## src/rtl/cam_line_packer.sv

```systemverilog
// Camera line packer: packs accepted pixels into PACK_N-wide words, queues
// them in a DEPTH-word FIFO and raises sticky threshold/frame-end/overflow
// causes that drive a registered, maskable interrupt line.
module cam_line_packer #(
  parameter int PIX_W  = 16,
  parameter int PACK_N = 2,
  parameter int DEPTH  = 64,
  parameter int THRESH = 32
) (
  input  logic                      clk,
  input  logic                      rst,
  input  logic                      i_pix_valid,
  input  logic [PIX_W-1:0]          i_pix_data,
  input  logic                      i_href,
  input  logic                      i_vsync,
  input  logic                      i_rd_en,
  output logic [PIX_W*PACK_N-1:0]   o_rd_data,
  output logic                      o_rd_valid,
  output logic [$clog2(DEPTH):0]    o_level,
  input  logic [2:0]                i_irq_en,
  input  logic                      i_clr_valid,
  input  logic [2:0]                i_clr_mask,
  output logic [2:0]                o_cause,
  output logic                      o_interrupt
);

  localparam int WW = PIX_W * PACK_N;
  localparam int AW = (DEPTH > 1) ? $clog2(DEPTH) : 1;
  localparam int LW = $clog2(DEPTH) + 1;
  localparam int KW = (PACK_N > 1) ? $clog2(PACK_N) : 1;

  logic          href_q, vsync_q;
  logic          vs_rise, hr_fall, accept;
  logic [KW-1:0] k;
  logic [WW-1:0] acc, acc_ins;
  logic          pend;
  logic [WW-1:0] pend_word;

  logic [WW-1:0] mem [DEPTH];
  logic [AW-1:0] wptr, rptr;
  logic [LW-1:0] count, count_next;
  logic          do_push, do_pop, ovf, thr_hit;
  logic [2:0]    set_ev, clr_bits;

  assign vs_rise = i_vsync & ~vsync_q;
  assign hr_fall = href_q & ~i_href;
  assign accept  = i_pix_valid & i_href;

  // Edge-detect history for href and vsync.
  always_ff @(posedge clk) begin
    if (rst) begin
      href_q  <= 1'b0;
      vsync_q <= 1'b0;
    end else begin
      href_q  <= i_href;
      vsync_q <= i_vsync;
    end
  end

  // Accumulator with the incoming pixel dropped into slot k.
  always_comb begin
    acc_ins = acc;
    acc_ins[int'(k)*PIX_W +: PIX_W] = i_pix_data;
  end

  // Packer: vsync discards the partial word (and any pixel arriving with it);
  // a full word or an href-fall flush becomes a push one cycle later.
  always_ff @(posedge clk) begin
    if (rst) begin
      k         <= '0;
      acc       <= '0;
      pend      <= 1'b0;
      pend_word <= '0;
    end else begin
      pend <= 1'b0;
      if (vs_rise) begin
        k   <= '0;
        acc <= '0;
      end else if (accept) begin
        if (k == KW'(PACK_N - 1)) begin
          pend      <= 1'b1;
          pend_word <= acc_ins;
          k         <= '0;
          acc       <= '0;
        end else begin
          acc <= acc_ins;
          k   <= k + KW'(1);
        end
      end else if (hr_fall && k != '0) begin
        pend      <= 1'b1;
        pend_word <= acc;
        k         <= '0;
        acc       <= '0;
      end
    end
  end

  assign do_pop  = i_rd_en && (count != '0);
  assign do_push = pend && ((count < LW'(DEPTH)) || i_rd_en);
  assign ovf     = pend && !do_push;

  // Next fill level from the push/pop pair.
  always_comb begin
    count_next = count;
    if (do_push && !do_pop)
      count_next = count + LW'(1);
    else if (!do_push && do_pop)
      count_next = count - LW'(1);
  end

  assign thr_hit = (count == LW'(THRESH - 1)) && (count_next == LW'(THRESH));

  // FIFO storage; contents need no reset because level gates every read.
  always_ff @(posedge clk) begin
    if (do_push)
      mem[wptr] <= pend_word;
  end

  // FIFO pointers, level and registered read port.
  always_ff @(posedge clk) begin
    if (rst) begin
      wptr       <= '0;
      rptr       <= '0;
      count      <= '0;
      o_rd_data  <= '0;
      o_rd_valid <= 1'b0;
    end else begin
      count      <= count_next;
      o_rd_valid <= do_pop;
      if (do_pop) begin
        o_rd_data <= mem[rptr];
        rptr      <= (rptr == AW'(DEPTH - 1)) ? '0 : rptr + AW'(1);
      end
      if (do_push)
        wptr <= (wptr == AW'(DEPTH - 1)) ? '0 : wptr + AW'(1);
    end
  end

  assign o_level  = count;
  assign set_ev   = {ovf, vs_rise, thr_hit};
  assign clr_bits = i_clr_valid ? i_clr_mask : 3'b000;

  // Sticky causes (set beats clear) and the registered interrupt line.
  always_ff @(posedge clk) begin
    if (rst) begin
      o_cause     <= '0;
      o_interrupt <= 1'b0;
    end else begin
      o_cause     <= (o_cause & ~clr_bits) | set_ev;
      o_interrupt <= |(o_cause & i_irq_en);
    end
  end

endmodule

```

## config.mk

```make
export PLATFORM = sky130hd
export DESIGN_NAME = cam_line_packer
export DESIGN_NICKNAME = d
export VERILOG_FILES = /design/src/rtl/cam_line_packer.sv
export SDC_FILE = /design/constraint.sdc
export NUM_CORES = 2
export LEC_CHECK = 0
export CAP_MARGIN = 40
export CELL_PAD_IN_SITES_DETAIL_PLACEMENT = 1
export CELL_PAD_IN_SITES_GLOBAL_PLACEMENT = 1
export CORE_ASPECT_RATIO = 1.2
export CORE_MARGIN = 10
export CORE_UTILIZATION = 40
export CTS_BUF_LIST = sky130_fd_sc_hd__clkbuf_4 sky130_fd_sc_hd__clkbuf_8
export DETAILED_ROUTE_END_ITERATION = 10
export DONT_BUFFER_PORTS = 1
export PLACE_DENSITY_LB_ADDON = 0.3
export RECOVER_POWER = 50
export SLEW_MARGIN = 20
export SYNTH_ARGS = -nofsm -noshare
export SYNTH_HDL_FRONTEND = slang
export SYNTH_SLANG_ARGS = --single-unit
```

## constraint.sdc

```tcl
create_clock -name clk -period 4.2 [get_ports clk]
set_input_delay 0.42 -clock clk [delete_from_list [all_inputs] [get_ports clk]]
set_output_delay 0.42 -clock clk [all_outputs]
set_load 0.03 [all_outputs]
```

Word level (Yosys, flattened, before mapping)

Memory sizes are Yosys's and may differ from the RTL's. A register that Yosys moved wholly into a read port is not among the register bits.
Index checks and enable logic that the tools add are counted.

Reduce and logical (&&, ||, !) cells: 15
$lt $le $gt $ge: 1
Add/sub/neg operators: 6
Bitwise operators: 10
Shift operators: 2
Eq/ne operators: 5
Mux-type cells: 20

Operators by type and width:

| kind                                                   | number |
|---|---|
| two-way mux 32 bit                                     | 6 |
| negation 5 -> 33 bit                                   | 1 |
| variable shift 16 x 33 -> 32 bit, first input constant | 1 |
| variable part select 16 x 33 -> 32 bit                 | 1 |
| bitwise mux 32 bit                                     | 1 |
| two-way mux 7 bit                                      | 2 |
| adder 6 x 1 -> 6 bit, second input constant            | 2 |
| == test 6 bit, second input constant                   | 2 |
| two-way mux 6 bit                                      | 2 |
| two-way mux 1 bit                                      | 8 |
| adder 7 x 1 -> 7 bit, second input constant            | 1 |
| == test 7 x 5 -> 1 bit, second input constant          | 1 |
| == test 7 x 6 -> 1 bit, second input constant          | 1 |
| logical AND 1 bit                                      | 7 |
| less-than comparator 7 bit, second input constant      | 1 |
| nonzero test 7 bit                                     | 1 |
| subtractor 7 x 1 -> 7 bit, second input constant       | 1 |
| bitwise AND 3 bit                                      | 2 |
| bitwise AND 1 bit                                      | 3 |
| two-way mux 3 bit                                      | 1 |
| NOT 1 bit                                              | 3 |
| NOT 3 bit                                              | 1 |
| OR 3 bit                                               | 1 |
| AND reduction 3 bit                                    | 1 |
| other kinds (7)                                        | 8 |

Word-level logic and storage cells: 72
Flip-flop bits (word level): 92
Output and inout bits: 44
Memories kept: 1
RAM bits: 2,048
Input bits: 29

Memory list:

| name | depth | bits a word | rd ports | clocked after Yosys merged registers in | write ports | RTL line | source |
|---|---|---|---|---|---|---|---|
| mem  | 64    | 32          | 1        | 1                                       | 1           | 39       | `logic [WW-1:0] mem [DEPTH];` |

Longest topological paths before layout

Word-level depth: 10
Depth in mapped cells: 9
Gate-level depth less buffers: 7

Worst setup path after synthesis

OpenSTA, ideal clock, no wires.

Path kind: register to register
Start point: reg count[6], in the netlist o_level[6]
End point: mem mem[40][0] (netlist name) (enable)
Clock period less this slack: 4,275 ps
Library setup time: 461 ps
Stages on the path, launching flop included: 6
Buffers on the path: 0
Data arrival time: 3,814 ps
Path slack: -75 ps
Data required time: 3,739 ps
Cells stage by stage: dfxtp_1 nor2b_1 nor2_1 nand4b_1 or2_2 nor3_1

Longest elaborated chain between the ends: 5

RTL lines:

| element                                 | RTL line | source |
|---|---|---|
| from (decl)                             | 41       | `logic [LW-1:0] count, count_next;` |
| from (signal assigned)                  | 128      | `count <= count_next;` |
| less-than comparator 7 bit              | 99       | `assign do_push = pend && ((count < LW'(DEPTH)) \|\| i_rd_en);` |
| logical OR 1 bit                        | 99       |  |
| logical AND 1 bit                       | 99       |  |
| two-way mux 1 bit                       | 115      | `if (do_push)` |
| two-way mux 1 bit (implied by the code) | 116      | `mem[wptr] <= pend_word;` |
| to (decl)                               | 39       |  |

No other way between the ends.

Worst setup path in the final report

Start point: in rst
End point: reg rptr[0]

RTL lines:

| element              | RTL line | source |
|---|---|---|
| from (decl)          | 11       | `input logic rst,` |
| to (signal assigned) | 132      | `rptr <= (rptr == AW'(DEPTH - 1)) ? '0 : rptr + AW'(1);` |
| to (decl)            | 40       | `logic [AW-1:0] wptr, rptr;` |

No word-level cell between the ends.

==> results.md <==
- The post-synthesis to final-layout area growth is 14.14%.
- The async set or reset register ratio after synthesis is 0%.
- The transition at the pin with the smallest max-transition slack is 3.496 ns.
- The capturing point of the worst reg2reg path is mem[9][18].
- The kind of capture point of the worst setup path is a flop.
- The fraction of power consumed by combinational cells is 16.3%.
- For the final routed database, the setup TNS stands at 0 ns.
- The slack of the worst reg-to-reg path is 0.51 ns.
- The sum of overflow across all layers after global routing is 0.
- The final standard cell utilization of the core is 45.92%.
- The synthesized net count is 3915.
- Derived from the worst setup path, the maximum achievable clock frequency is 248.5 MHz.
- The CTS sink count is 2172.
- The number of antenna violations at the first check in global routing is 9.
- Walking the worst path, the cells encountered are dlygate4sd3_1 > buf_12 > clkbuf_2 > dlygate4sd3_1 > nor2_1.
- The switching power of the nets is 13.36 mW.
- The worst hold path passes through 3 cells.
- CTS placed an instance of sky130_fd_sc_hd__clkbuf_8 at the clock tree root.
- The static power due to leakage is 26.71 nW.
- The number of failing setup endpoints in the final timing report is 0.
- The clock arrives with 0.07338 ns of skew.
- In this run, the number of DRC markers left after iteration 0 of detailed routing was 3806.
- The most used flip-flop cell after synthesis is sky130_fd_sc_hd__edfxtp_1.
- In this run the deepest clock path goes through 4 buffers.
- The number of endpoints with negative hold slack in the final report is 0.
- The flow ran to the end, but the final reports show violations.
- The count of final max-slew check failures is 1772.
- The detail route stage leaves a number of antenna-violating nets equal to 0.
- Routability-driven placement finished with a final weighted congestion of 0.8124.
- The category of the worst setup path launch point is a primary input.
- The final period demand of the worst path is 4.025 ns.
- After synthesis the netlist holds a flip-flop and latch count of 2172.
- Counting flops with a built-in enable in the synthesized netlist gives 2048.
- The HPWL after detailed placement is 133.2 mm.
- Of all nets on the critical path, the largest fanout is 68.
- The core outline area is 204900 um2.
- The min-delay analysis places its worst path in the category in -> reg.
- The count of different cell masters after synthesis is 60.
- Global routing consumed, over all layers together, 19.58% of the routing resources.
- Sorting the synthesized cells by area gives the leading types as sky130_fd_sc_hd__edfxtp_1 (75%), sky130_fd_sc_hd__mux4_2 (14%), sky130_fd_sc_hd__dfxtp_1 (3.0%).
- The overall via count from detail_route is 41230.
- Of the total synthesized cell area, the portion taken by full adders, half adders and majority gates is 0.07587%.
- The multiplexer area fraction after synthesis is 14.91%.
- Dividing the final minimum period by the clock period gives 95.83%.
- Timing analysis after detailed placement gives a worst setup slack of 0.5988 ns.
- The count of input and output buffers is 0.
- After technology mapping, the gate count stands at 3881.
- After the last flow step, the layout net total stands at 4290.
- Data arrives at the worst endpoint at 4.92 ns.
- The number of global-route vias before repair came to 43620.
- The worst path required time is 5.10 ns.
- The checks that failed: capacitance limit, slew limit.
- VDD sags by at most 439.2 uV.
- After clock tree synthesis, the setup repair step added 0 buffers.
- The H-tree was split into 5 levels.
- The biggest cell delay along the critical path is 1.74 ns.
- sky130_fd_sc_hd__edfxtp_1 takes more of the synthesized area than any other cell.
- The TritonCTS clock tree is yes.
- The simple-gate share of the synthesized area is 2.595%.
- After clock tree synthesis, the clock-pin slew on the worst setup and hold paths is 0.07 ns.
- The maximum number of pins on one net before global-route repair is 92.
- The dominant combinational cell family by area after synthesis is multiplexers.
- The startpoint of the most critical hold path is i_pix_data[0].
- The chip width is 434.5 um.
- The library cell appearing most often on the critical path is sky130_fd_sc_hd__dlygate4sd3_1.
- The number of max-cap violations is 39.
- Setup repair after global routing left no endpoint under its margin.
- The number of buffers inserted during clock tree synthesis is 339.
- The internal cell power is 36.71 mW.
- The top-level I/O count is 73.
- The cell area that synthesis handed to floorplanning was 82460 um2.
- After detailed placement, the design holds a cell count of 6522.
- The count of standard-cell rows is 182.
- Leaving out filler cells and counting taps, the final layout contains 7173.
- For this design, the slowest cell found on the critical path is sky130_fd_sc_hd__clkbuf_2.
- The first global-routing pass estimated 319.2 mm of wire.
- For this run, the register share of the synthesized area comes to 77.59%.
- Dividing total power by cell area gives a power density of 532.1 nW/um2.
- The first detailed-routing pass ran for 5 iterations.
- The die is 517.4 um tall.
- The category of the critical setup timing path is in -> reg.
- The number of cells traversed by the worst register-to-register path is 2.
- The headroom to the max-slew limit is -133.1%.
- The die covers 224800 um2.
- The fraction of power spent switching nets is 26.68%.
- After detailed routing, the number of remaining DRC violations is 0.
- The share of post-route cells with drive strength above 1 is 28.86%.
- The number of vias per cell is 5.748.
- The final wirelength is 221.8 mm.
- The layout filler cell count is 18930.
- The least setup slack across all paths after layout is 0.1751 ns.
- Dividing the detail-routed wire length by the instance count gives 30.92 um.
- The path with the worst hold slack has its endpoint at acc[0].
- The post-synthesis share of cell area spent on xor and xnor gates is 0.1168%.
- The sequential power share is 48.9%.
- The clock network burns 34.8% of the power.
- In this run the mean area of a mapped cell was 21.25 um2.
- The worst register-to-register path begins at pend_word[18].
- The area share of the leading cell type in the synthesized netlist is 74.58%.
- The initial core utilization is 40.23%.
- The total of warnings raised by yosys is 0.
- The compound-gate portion of the synthesized area is 3.335%.
- The worst-skew pair later-pin latency is 1.07 ns.
worst max-delay path: cells and delay by family:
| kind | cells | cell delay, ns |
|---|---|---|
| buf+inv | 4 | 4.32 |
| simple gates | 1 | 0.13 |
placed cells by master, fill, tap and decap left out, types with 13 or more instances in the layout:
master                          instances
sky130_fd_sc_hd__a21boi_0              15
sky130_fd_sc_hd__a21oi_1               64
sky130_fd_sc_hd__a221oi_1              22
sky130_fd_sc_hd__a22o_1                37
sky130_fd_sc_hd__a22oi_1               70
sky130_fd_sc_hd__a311oi_1              30
sky130_fd_sc_hd__buf_12                31
sky130_fd_sc_hd__buf_4                129
sky130_fd_sc_hd__clkbuf_1              38
sky130_fd_sc_hd__clkbuf_4             118
sky130_fd_sc_hd__clkbuf_8             358
sky130_fd_sc_hd__clkinv_1              57
sky130_fd_sc_hd__clkinv_2              36
sky130_fd_sc_hd__dfxtp_1              120
sky130_fd_sc_hd__dlygate4sd3_1         50
sky130_fd_sc_hd__edfxtp_1            2048
sky130_fd_sc_hd__mux2i_1               73
sky130_fd_sc_hd__mux4_2               512
sky130_fd_sc_hd__nand2_1              150
sky130_fd_sc_hd__nand3_1               13
sky130_fd_sc_hd__nor2_1               149
sky130_fd_sc_hd__nor2_4                61
sky130_fd_sc_hd__nor3_1                33
sky130_fd_sc_hd__nor4_1                14
sky130_fd_sc_hd__o21ai_0               20
sky130_fd_sc_hd__o21ai_1               14
sky130_fd_sc_hd__o22ai_1               38
sky130_fd_sc_hd__o31a_1                14
metrics by stage:
step	instance area (um2)	hold WS (ns)	total power, mW
2_1_floorplan	82470	0.4183	30.50
3_3_place_gp	87040	0.4251	33.11
3_5_place_dp	87240	0.4336	33.21
4_1_cts	94290	0.007726	50.67
5_1_grt	94110	0.1185	52.01
6_report	94120	0.1352	50.08
cells in the mapped netlist (all sizes together), types with 5 or more instances:
library cell	number
edfxtp	2048
mux4	512
nor2	210
nand2	150
buf	125
dfxtp	124
clkbuf	98
mux2i	73
a22oi	70
a21oi	64
o22ai	38
a22o	37
nor3	36
o21ai	35
a311oi	30
a221oi	22
a21boi	16
nor4	14
o31a	14
nand3	13
nor2b	13
a32oi	11
o31ai	11
nand2b	9
a211oi	8
and3	8
inv	7
o21a	7
a31oi	6
and2	6
nand4	6
xor2	6
ha	5
or2	5
or3	5
or3b	5
xnor2	5
power by group through the flow:
| stage | logic, mW | clock network (mW) | registers, mW |
|---|---|---|---|
| after detailed placement | 8.24 | 0 | 25.0 |
| after CTS | 8.34 | 17.8 | 24.5 |
| after floorplan | 5.90 | 0 | 24.6 |
| after global placement | 8.13 | 0 | 25.0 |
| final | 8.18 | 17.4 | 24.5 |
| after global routing | 8.76 | 18.8 | 24.5 |
per-layer routing:
metal	track usage (%)	up-vias	wire, um
met4	5.895	0	6001
met2	33.80	1489	114400
li1	-	17000	-
met5	0	-	0
met1	25.37	22420	87760
met3	3.349	322	13700
layout make-up:
| cell class | instances | area [um2] | share of cell area (%) |
|---|---|---|---|
| antenna | 4 | 10.01 | 0.01064 |
| clock inverter | 110 | 683.2 | 0.7259 |
| multi-input combinational | 1479 | 17870 | 18.99 |
| sequential | 2172 | 64000 | 68.00 |
| inverter | 7 | 28.78 | 0.03058 |
| tap | 2668 | 3338 | 3.547 |
| clock buffer | 476 | 5813 | 6.176 |
| timing repair buffer | 257 | 2377 | 2.526 |
worst max path at each step:
stage	from	endpoint	slack, ns	depth (start not counted)
6_report	rst	rptr[0]	0.18	5
5_1_grt	rst	rptr[0]	0.25	5
4_1_cts	pend	mem[13][9]	0.59	5
3_5_place_dp	pend	mem[13][31]	0.60	5
3_3_place_gp	pend	mem[13][23]	0.69	5
2_1_floorplan	o_level[6]	mem[47][0]	0.23	4
cell families after synthesis:
group / Yosys count
xor+xnor: 11
mux: 588
flops: 2172
compound gates: 384
simple gates: 491
fa+ha+maj: 5
buf+inv: 230
registers in the layout, indices dropped and copies added (netlist names), 3 cells and up:
name,flops
o_cause,3
acc,32
mem,2048
o_level,7
wptr,6
rptr,6
o_rd_data,32
pend_word,32
what timing repair did:
action | 4_1_cts | 5_1_grt
hold buffers | 52 | 0
gates resized for setup | 0 | 0
hold endpoints to repair | 123 | 0
Power figures use the tool's default switching activity.
